[config.mk]
export PLATFORM = sky130hd
export DESIGN_NAME = vga_timing
export DESIGN_NICKNAME = d
export VERILOG_FILES = /design/src/rtl/vga_timing.sv
export SDC_FILE = /design/constraint.sdc
export NUM_CORES = 1
export LEC_CHECK = 0
export ABC_AREA = 1
export CAP_MARGIN = 10
export CORE_AREA = 2 2 89 91
export DETAILED_ROUTE_END_ITERATION = 12
export DIE_AREA = 0 0 91 93
export PLACE_DENSITY = 0.48
export SLEW_MARGIN = 20
export SYNTH_ARGS = -nofsm -noshare
export SYNTH_HDL_FRONTEND = slang
export SYNTH_SLANG_ARGS = --single-unit
[constraint.sdc]
create_clock -name clk -period 1.7 [get_ports clk]
set_input_delay 0.255 -clock clk [delete_from_list [all_inputs] [get_ports clk]]
set_output_delay 0.255 -clock clk [all_outputs]
set_load 0.01 [all_outputs]
[src/rtl/vga_timing.sv]
// Free-running raster timing generator (default geometry: 1024x768 @ 60 Hz, 65 MHz pixel clock).
// Counters, sync/blank flags and line/frame strobes are all registered together, so they never skew.
module vga_timing #(
  parameter int unsigned HOR_TOTAL_TIME  = 1344,
  parameter int unsigned HOR_BLANK_START = 1024,
  parameter int unsigned HOR_SYNC_START  = 1048,
  parameter int unsigned HOR_SYNC_STOP   = 1184,
  parameter int unsigned VER_TOTAL_TIME  = 806,
  parameter int unsigned VER_BLANK_START = 768,
  parameter int unsigned VER_SYNC_START  = 771,
  parameter int unsigned VER_SYNC_STOP   = 777
) (
  input  logic        clk,
  input  logic        rst,
  output logic [10:0] hcount,
  output logic [10:0] vcount,
  output logic        hsync,
  output logic        vsync,
  output logic        hblnk,
  output logic        vblnk,
  output logic        line_start,
  output logic        frame_start
);

  logic [10:0] hcount_q, hcount_d;
  logic [10:0] vcount_q, vcount_d;
  logic        hsync_q, hsync_d;
  logic        vsync_q, vsync_d;
  logic        hblnk_q, hblnk_d;
  logic        vblnk_q, vblnk_d;
  logic        line_start_q, line_start_d;
  logic        frame_start_q, frame_start_d;

  always_comb begin
    hcount_d = hcount_q + 11'd1;
    vcount_d = vcount_q;
    if (hcount_q == 11'(HOR_TOTAL_TIME - 1)) begin
      hcount_d = '0;
      if (vcount_q == 11'(VER_TOTAL_TIME - 1)) begin
        vcount_d = '0;
      end else begin
        vcount_d = vcount_q + 11'd1;
      end
    end
  end

  // Flags decode the next-state counters so they land in the same cycle as the count they describe.
  always_comb begin
    hblnk_d       = (hcount_d >= 11'(HOR_BLANK_START));
    hsync_d       = (hcount_d >= 11'(HOR_SYNC_START)) && (hcount_d < 11'(HOR_SYNC_STOP));
    vblnk_d       = (vcount_d >= 11'(VER_BLANK_START));
    vsync_d       = (vcount_d >= 11'(VER_SYNC_START)) && (vcount_d < 11'(VER_SYNC_STOP));
    line_start_d  = (hcount_d == '0);
    frame_start_d = (hcount_d == '0) && (vcount_d == '0);
  end

  always_ff @(posedge clk or posedge rst) begin
    if (rst) begin
      hcount_q      <= '0;
      vcount_q      <= '0;
      hsync_q       <= 1'b0;
      vsync_q       <= 1'b0;
      hblnk_q       <= 1'b0;
      vblnk_q       <= 1'b0;
      line_start_q  <= 1'b0;
      frame_start_q <= 1'b0;
    end else begin
      hcount_q      <= hcount_d;
      vcount_q      <= vcount_d;
      hsync_q       <= hsync_d;
      vsync_q       <= vsync_d;
      hblnk_q       <= hblnk_d;
      vblnk_q       <= vblnk_d;
      line_start_q  <= line_start_d;
      frame_start_q <= frame_start_d;
    end
  end

  assign hcount      = hcount_q;
  assign vcount      = vcount_q;
  assign hsync       = hsync_q;
  assign vsync       = vsync_q;
  assign hblnk       = hblnk_q;
  assign vblnk       = vblnk_q;
  assign line_start  = line_start_q;
  assign frame_start = frame_start_q;

endmodule
==> impl_metrics.env, run 1 <==
export IMPL_status="finished with violations"
export IMPL_violations="negative setup slack"
export IMPL_final_layout_size_suffix_gt1_share_pct=35.3
export IMPL_ir_drop_v=0.000302
export IMPL_start_util_pct=23.5
export IMPL_cts_clk_slew_worst_paths_ns=0.10
export IMPL_slew_headroom_pct=74.7
export IMPL_synth_top_cell_by_area="dfrtp_1"
export IMPL_cts_tree="yes"
export IMPL_syn_num_nets=257
export IMPL_antenna_found_initial=0
export IMPL_clockBufferDepth=2
export IMPL_dpl_hpwl_mm=3.95
export IMPL_end_kind="register"
export IMPL_htree_levels=1
export IMPL_grt_pass1_wl_mm=8.49
export IMPL_drtPass1Iterations=4
export IMPL_maxSlewViolCount=0
export IMPL_wl_per_cell_um=11.1
export IMPL_grt_util_met3_pct=1.05
export IMPL_post_route_period_util_pct=106
export IMPL_port_buffers=29
export IMPL_vias_per_cell=4.10
export IMPL_seq_area_frac_synth_pct=39.7
export IMPL_clock_sinks=28
export IMPL_yosysTopAreaCellShare_pct=39.7
export IMPL_antenna_cells=0
export IMPL_cp_start_kind="register"
export IMPL_critPathMaxFanout=7
export IMPL_synth_seq_cells=28
export IMPL_syn_area_um2=1770
export IMPL_rows=32
export IMPL_die_w_um=91
export IMPL_cts_buffers=3
export IMPL_syn_inst=252
export IMPL_overflow=0
export IMPL_intPower_uw=877
export IMPL_power_density_nw_per_um2=400
export IMPL_fin_crit_ns=1.80
export IMPL_grt_use_met1_pct=17.5
export IMPL_gp_congestion=0.832
export IMPL_rsz0062_at_grt="true"
export IMPL_max_freq_mhz=557
export IMPL_slowest_delay_ns=0.41
export IMPL_power_total_uw=1120
export IMPL_root_buffer="clkbuf_8"
export IMPL_pwr_share_seq_pct=59.6
export IMPL_p_leak_uw=0.00145
export IMPL_die_area_um2=8460
export IMPL_track_usage_pct=12.4
export IMPL_synth_distinct_cells=24
export IMPL_num_vias=1812
export IMPL_sw_frac_of_total_pct=21.4
export IMPL_yosysWarnings=0
export IMPL_finalHoldViolCount=0
export IMPL_required_ns=1.89
export IMPL_tightest_slew_ns=0.380
export IMPL_n_fill_cell=835
export IMPL_hp_class="input pin to asynchronous set/reset pin"
export IMPL_syn_area_per_cell_um2=7.01
export IMPL_drc=0
export IMPL_synthToLayoutAreaGrowth_pct=57.8
export IMPL_routed_wl_mm=4.92
export IMPL_cp_cell_sequence="ha_4 -> nand2_4 -> nor2_4 -> nand2_2 -> nor2_4 -> buf_6 -> nand2_1 -> nand3_2 -> inv_2 -> nor2_1 -> nand2_2 -> nand3_2 -> nor2_2"
export IMPL_p_switching_uw=239
export IMPL_fin_skew_ns=0.00244
export IMPL_worst_slack_ns=-0.0964
export IMPL_ys_top_cells_by_area="dfrtp_1 40%, nand2_1 15%, inv_1 10%"
export IMPL_antenna_left=0
export IMPL_grt_pass1_vias=1782
export IMPL_grt_max_degree=29
export IMPL_hold_ws_ns=0.336
export IMPL_crit_type="register to register"
export IMPL_drv_cap=0
export IMPL_worstPathArrival_ns=1.98
export IMPL_setup_viol=4
export IMPL_dr_first_iter_drc_count=79
export IMPL_worstSkewPairLatency_ns=0.28
export IMPL_nets=346
export IMPL_io_pins=30
export IMPL_clkPwrFrac_pct=38.8
export IMPL_use_met2_pct=20.1
export IMPL_p_comb_share_pct=1.6
export IMPL_core_um2=7530
export IMPL_die_h_um=93
export IMPL_top_usage_layer="met2"
export IMPL_slowest_stage="dfrtp_1"
[kinds of logic (layout without fill, tap and decap cells)]
| family | after synthesis | in the layout | share of synthesized area, % |
|---|---|---|---|
| flip-flops | 28 | 28 | 39.7 |
| adder cells (fa/ha/maj) | 3 | 3 | 2.12 |
| buffers and inverters | 55 | 143 | 12.1 |
| AND/OR/NAND/NOR | 154 | 154 | 42.1 |
| XOR/XNOR | 2 | 2 | 0.992 |
| AO/OA/AOI/OAI | 10 | 10 | 2.97 |
[cell type report]
cell class	instances	area, um2	share of cell area [%]
Multi-Input combinational cell	169	978	35.1
Timing Repair Buffer	85	718	25.8
Sequential cell	28	706	25.3
Inverter	54	203	7.27
Tap cell	102	128	4.58
Clock buffer	4	55.1	1.97
[registers in the layout (all words and copies together) (netlist names)]
name / cells
hcount: 11
vcount: 11
frame_start: 1
hblnk: 1
hsync: 1
line_start: 1
vblnk: 1
vsync: 1
[power by group through the flow]
stage / Clock, uW / Combinational [uW] / Sequential [uW]
global route: 476 / 21.1 / 666
detailed placement: 0 / 18.8 / 679
floorplan: 0 / 9.87 / 679
global placement: 0 / 18.7 / 679
finish: 433 / 17.5 / 665
CTS: 444 / 18.7 / 666
[Yosys cell counts]
cell and n:
nand2_4 1, nand4_2 1, nand2_2 6, nand3_1 22, dfrtp_1 28, nor4_1 1
nand2_1 70, nand3_2 6, a21oi_1 3, xor2_1 2, nor2_1 30, nand3b_1 1
nor3_2 1, nor3_1 4, clkinv_1 1, nor2_4 5, o21ai_1 1, buf_6 1
o21bai_1 1, o21ai_0 5, nand4_1 6, inv_1 49, ha_1 3, inv_2 4
[through the flow]
stage | utilization [%] | worst slack [ns] | instance area (um2) | TNS, ns | instances
floorplan | - | 0.00928 | 1770 | 0 | 252
global placement | 33.7 | -0.0826 | 2540 | -0.247 | 430
detailed placement | 33.7 | -0.117 | 2540 | -0.257 | 430
CTS | 35.5 | -0.0410 | 2680 | -0.0968 | 440
global route | 37.0 | -0.212 | 2790 | -0.978 | 442
finish | 37.0 | -0.0964 | 2790 | -0.251 | 442
[placed cells by master, fill, tap and decap left out, drive strengths merged]
| cell | Yosys | layout |
|---|---|---|
| nor2 | 35 | 35 |
| buf | 1 | 56 |
| nand3b | 1 | 1 |
| o21ai | 6 | 6 |
| dfrtp | 28 | 28 |
| nand2 | 77 | 77 |
| a21oi | 3 | 3 |
| nand4 | 7 | 7 |
| nor4 | 1 | 1 |
| xor2 | 2 | 2 |
| clkbuf | 0 | 4 |
| ha | 3 | 3 |
| o21bai | 1 | 1 |
| nand3 | 28 | 28 |
| inv | 53 | 53 |
| clkinv | 1 | 1 |
| clkdlybuf4s50 | 0 | 29 |
| nor3 | 5 | 5 |
[worst max-delay path: cells and delay by family (launching register included)]
kind / cells / cell delay (ns)
and+or+nand+nor: 10 / 0.93
DFF: 1 / 0.41
adders and majority gates: 1 / 0.18
buffers and inverters: 2 / 0.19
[path summary, 6_finish.rpt]
kind                                     start                  end  slack (ns)  cells after the start
hold / removal                             rst  vcount[1]$_DFF_PP0_        0.34                      3
min in group clk           hcount[0]$_DFF_PP0_  hcount[1]$_DFF_PP0_        0.54                      1
max in group asynchronous                  rst  hcount[2]$_DFF_PP0_        1.07                      3
setup / recovery           hcount[1]$_DFF_PP0_      vsync$_DFF_PP0_        -0.1                     13
setup reg to reg           hcount[1]$_DFF_PP0_      vsync$_DFF_PP0_        -0.1                     13
hold reg to reg            hcount[0]$_DFF_PP0_  hcount[1]$_DFF_PP0_        0.54                      1
[what timing repair did]
action / 4_1_cts / 5_1_grt
pin swaps: 3 / 13
resized for setup: 10 / 31
hold buffers: 0 / 0
endpoints found under the hold margin: 0 / 0
endpoints found under the setup margin: 6 / 12
buffers inserted: 6 / 2
[layer usage]
metal | share of wire [%] | vias up
li1 | - | 951
met2 | 47 | 25
met3 | 1.9 | 5
met4 | 1.6 | 0
met1 | 49 | 831
met5 | 0 | -
Power figures use the tool's default switching activity.
==> run 2: changes to the inputs <==
--- a/config.mk
+++ b/config.mk
@@ -8,9 +8,10 @@
 export ABC_AREA = 1
 export CAP_MARGIN = 10
 export CORE_AREA = 2 2 89 91
+export CTS_CLUSTER_SIZE = 40
 export DETAILED_ROUTE_END_ITERATION = 12
 export DIE_AREA = 0 0 91 93
-export PLACE_DENSITY = 0.48
+export PLACE_DENSITY = 0.47
 export SLEW_MARGIN = 20
 export SYNTH_ARGS = -nofsm -noshare
 export SYNTH_HDL_FRONTEND = slang
==> constraint.sdc (replaced) <==
create_clock -name clk -period 1.8 [get_ports clk]
set_input_delay 0.36 -clock clk [delete_from_list [all_inputs] [get_ports clk]]
set_output_delay 0.36 -clock clk [all_outputs]
set_load 0.01 [all_outputs]
==> run 2 against run 1 <==
Effect of this change:
- the flow still finishes with violations (negative setup slack)
- sequential power down 5.6%
- clock power decreased by 17%
- wire length is 3.4% higher
- flip-flop and latch count stayed put
- maximum frequency shrank 2.7%
- hold slack gained 0.10 ns
- critical path type unchanged
- largest cell class unchanged
- largest power group unchanged
==> impl_metrics.env, run 2 (synthesis results as in run 1) <==
export IMPL_cp_startpoint="hcount[0]$_DFF_PP0_"
export IMPL_worstSkewPairLatency_ns=0.28
export IMPL_hp_class="input pin to asynchronous set/reset pin"
export IMPL_antenna_cells=0
export IMPL_layout_common_cells="59 x nand2_1, 47 x inv_1, 27 x buf_4"
export IMPL_io_pins=30
export IMPL_gp_congestion=0.835
export IMPL_p_leak_uw=0.00135
export IMPL_core_um2=7530
export IMPL_fin_skew_ns=0.00641
export IMPL_cp_start_kind="register"
export IMPL_slew_headroom_pct=70.6
export IMPL_grt_pass1_vias=1592
export IMPL_final_layout_size_suffix_gt1_share_pct=26.2
export IMPL_cp_cell_sequence="ha_4 -> nand2_4 -> nor2_4 -> nand2_2 -> nor2_4 -> buf_6 -> nand2_2 -> nand2_2 -> nand3_4 -> inv_2 -> nand2_2 -> nor2_2 -> nand2_1 -> nor2_1"
export IMPL_die_h_um=93
export IMPL_nets=320
export IMPL_drv_cap=0
export IMPL_dpl_hpwl_mm=3.89
export IMPL_routed_wl_mm=5.09
export IMPL_crit_path_end="vsync$_DFF_PP0_"
export IMPL_critPathMaxFanout=6
export IMPL_power_total_uw=1000
export IMPL_reg2reg_slack_ns=-0.05
export IMPL_r2r_end="vsync$_DFF_PP0_"
export IMPL_clockBufferDepth=2
export IMPL_rsz0062_at_grt="true"
export IMPL_antenna_found_initial=0
export IMPL_setup_viol=2
export IMPL_critPathMostFrequentCell="nand2_2"
export IMPL_tightest_slew_ns=0.438
export IMPL_worst_slack_ns=-0.0455
export IMPL_num_vias=1733
export IMPL_hold_ws_ns=0.439
export IMPL_violations="negative setup slack"
export IMPL_post_route_period_util_pct=103
export IMPL_fin_cells=415
export IMPL_grt_max_degree=29
export IMPL_grt_pass1_wl_mm=7.96
export IMPL_rows=32
export IMPL_dr_first_iter_drc_count=109
export IMPL_crit_type="register to register"
export IMPL_overflow=0
export IMPL_hold_buffers=0
export IMPL_start_util_pct=23.5
export IMPL_pre_cts_ws_ns=-0.0353
export IMPL_finalHoldViolCount=0
export IMPL_port_buffers=29
export IMPL_max_freq_mhz=542
export IMPL_wl_per_cell_um=12.3
export IMPL_worstPathArrival_ns=2.06
export IMPL_status="finished with violations"
export IMPL_synthToLayoutAreaGrowth_pct=44.3
export IMPL_mostFrequentLayoutCell="nand2_1"
export IMPL_maxSlewViolCount=0
export IMPL_cts_buffers=3
export IMPL_finish_utilization_pct=33.9
export IMPL_reg2reg_depth=14
export IMPL_die_w_um=91
export IMPL_drtPass1Iterations=4
export IMPL_root_buffer="clkbuf_8"
export IMPL_end_kind="register"
export IMPL_htree_levels=1
export IMPL_antenna_left=0
export IMPL_slowest_stage="dfrtp_1"
export IMPL_clock_sinks=28
export IMPL_required_ns=2.02
export IMPL_slowest_delay_ns=0.41
export IMPL_cts_tree="yes"
export IMPL_post_place_cells=405
export IMPL_cts_clk_slew_worst_paths_ns=0.10
export IMPL_ir_drop_v=0.000238
export IMPL_vias_per_cell=4.18
export IMPL_fin_crit_ns=1.85
export IMPL_drc=0
export IMPL_rr_startpoint="hcount[0]$_DFF_PP0_"
export IMPL_power_density_nw_per_um2=394
export IMPL_die_area_um2=8460
export IMPL_track_usage_pct=11.9
run 2: through the flow:
step                setup TNS (ns)  instance area [um2]
detailed placement         -0.0656                 2350
global placement           -0.0127                 2350
global route                -0.463                 2550
CTS                              0                 2410
floorplan                        0                 1770
finish                     -0.0693                 2550
run 2: layout make-up:
type | count | area, um2
flip-flops and latches | 28 | 703
well taps | 102 | 128
clock buffers | 3 | 41.3
repair buffers | 59 | 534
multi-input cells | 169 | 941
inverters | 54 | 203
fillers | 827 | 4980
run 2: worst max-delay path, delay by kind of cell, from the launching register on:
kind	cells	cell delay, ns
AND/OR/NAND/NOR	11	0.99
buffers and inverters	2	0.21
adder cells (fa/ha/maj)	1	0.18
flip-flops	1	0.41
run 2: where the power goes:
group	switching (uW)	total, uW	leakage, uW	internal (uW)
sequential	0	628	0.000374	628
clock	208	359	0.0000216	151
combinational	13.1	16.6	0.000960	3.47
run 2: repair_timing:
action | in CTS | in global routing
buffers inserted | 1 | 6
pin swaps | 2 | 10
resized for setup | 4 | 31
setup endpoints to repair | 3 | 9
run 2: how the worst min path moves through the flow:
stage,start,endpoint,slack (ns),cells after the start
floorplan,rst,frame_start$_DFF_PP0_,0.43,1
global placement,hcount[1]$_DFF_PP0_,hcount[1]$_DFF_PP0_,0.48,1
detailed placement,hcount[1]$_DFF_PP0_,hcount[1]$_DFF_PP0_,0.48,1
CTS,rst,hcount[6]$_DFF_PP0_,0.45,3
global route,rst,hcount[5]$_DFF_PP0_,0.48,3
finish,rst,hcount[6]$_DFF_PP0_,0.44,3
run 2: layer usage:
| metal | vias to the layer above | global-route usage, % | part of all wire (%) | routed length, um |
|---|---|---|---|---|
| met5 | - | 0 | 0 | 0 |
| met4 | 0 | 4.17 | 1.3 | 68 |
| met3 | 5 | 1.05 | 1.8 | 94 |
| met2 | 26 | 19.1 | 48 | 2450 |
| met1 | 810 | 16.9 | 49 | 2480 |
| li1 | 892 | - | - | - |
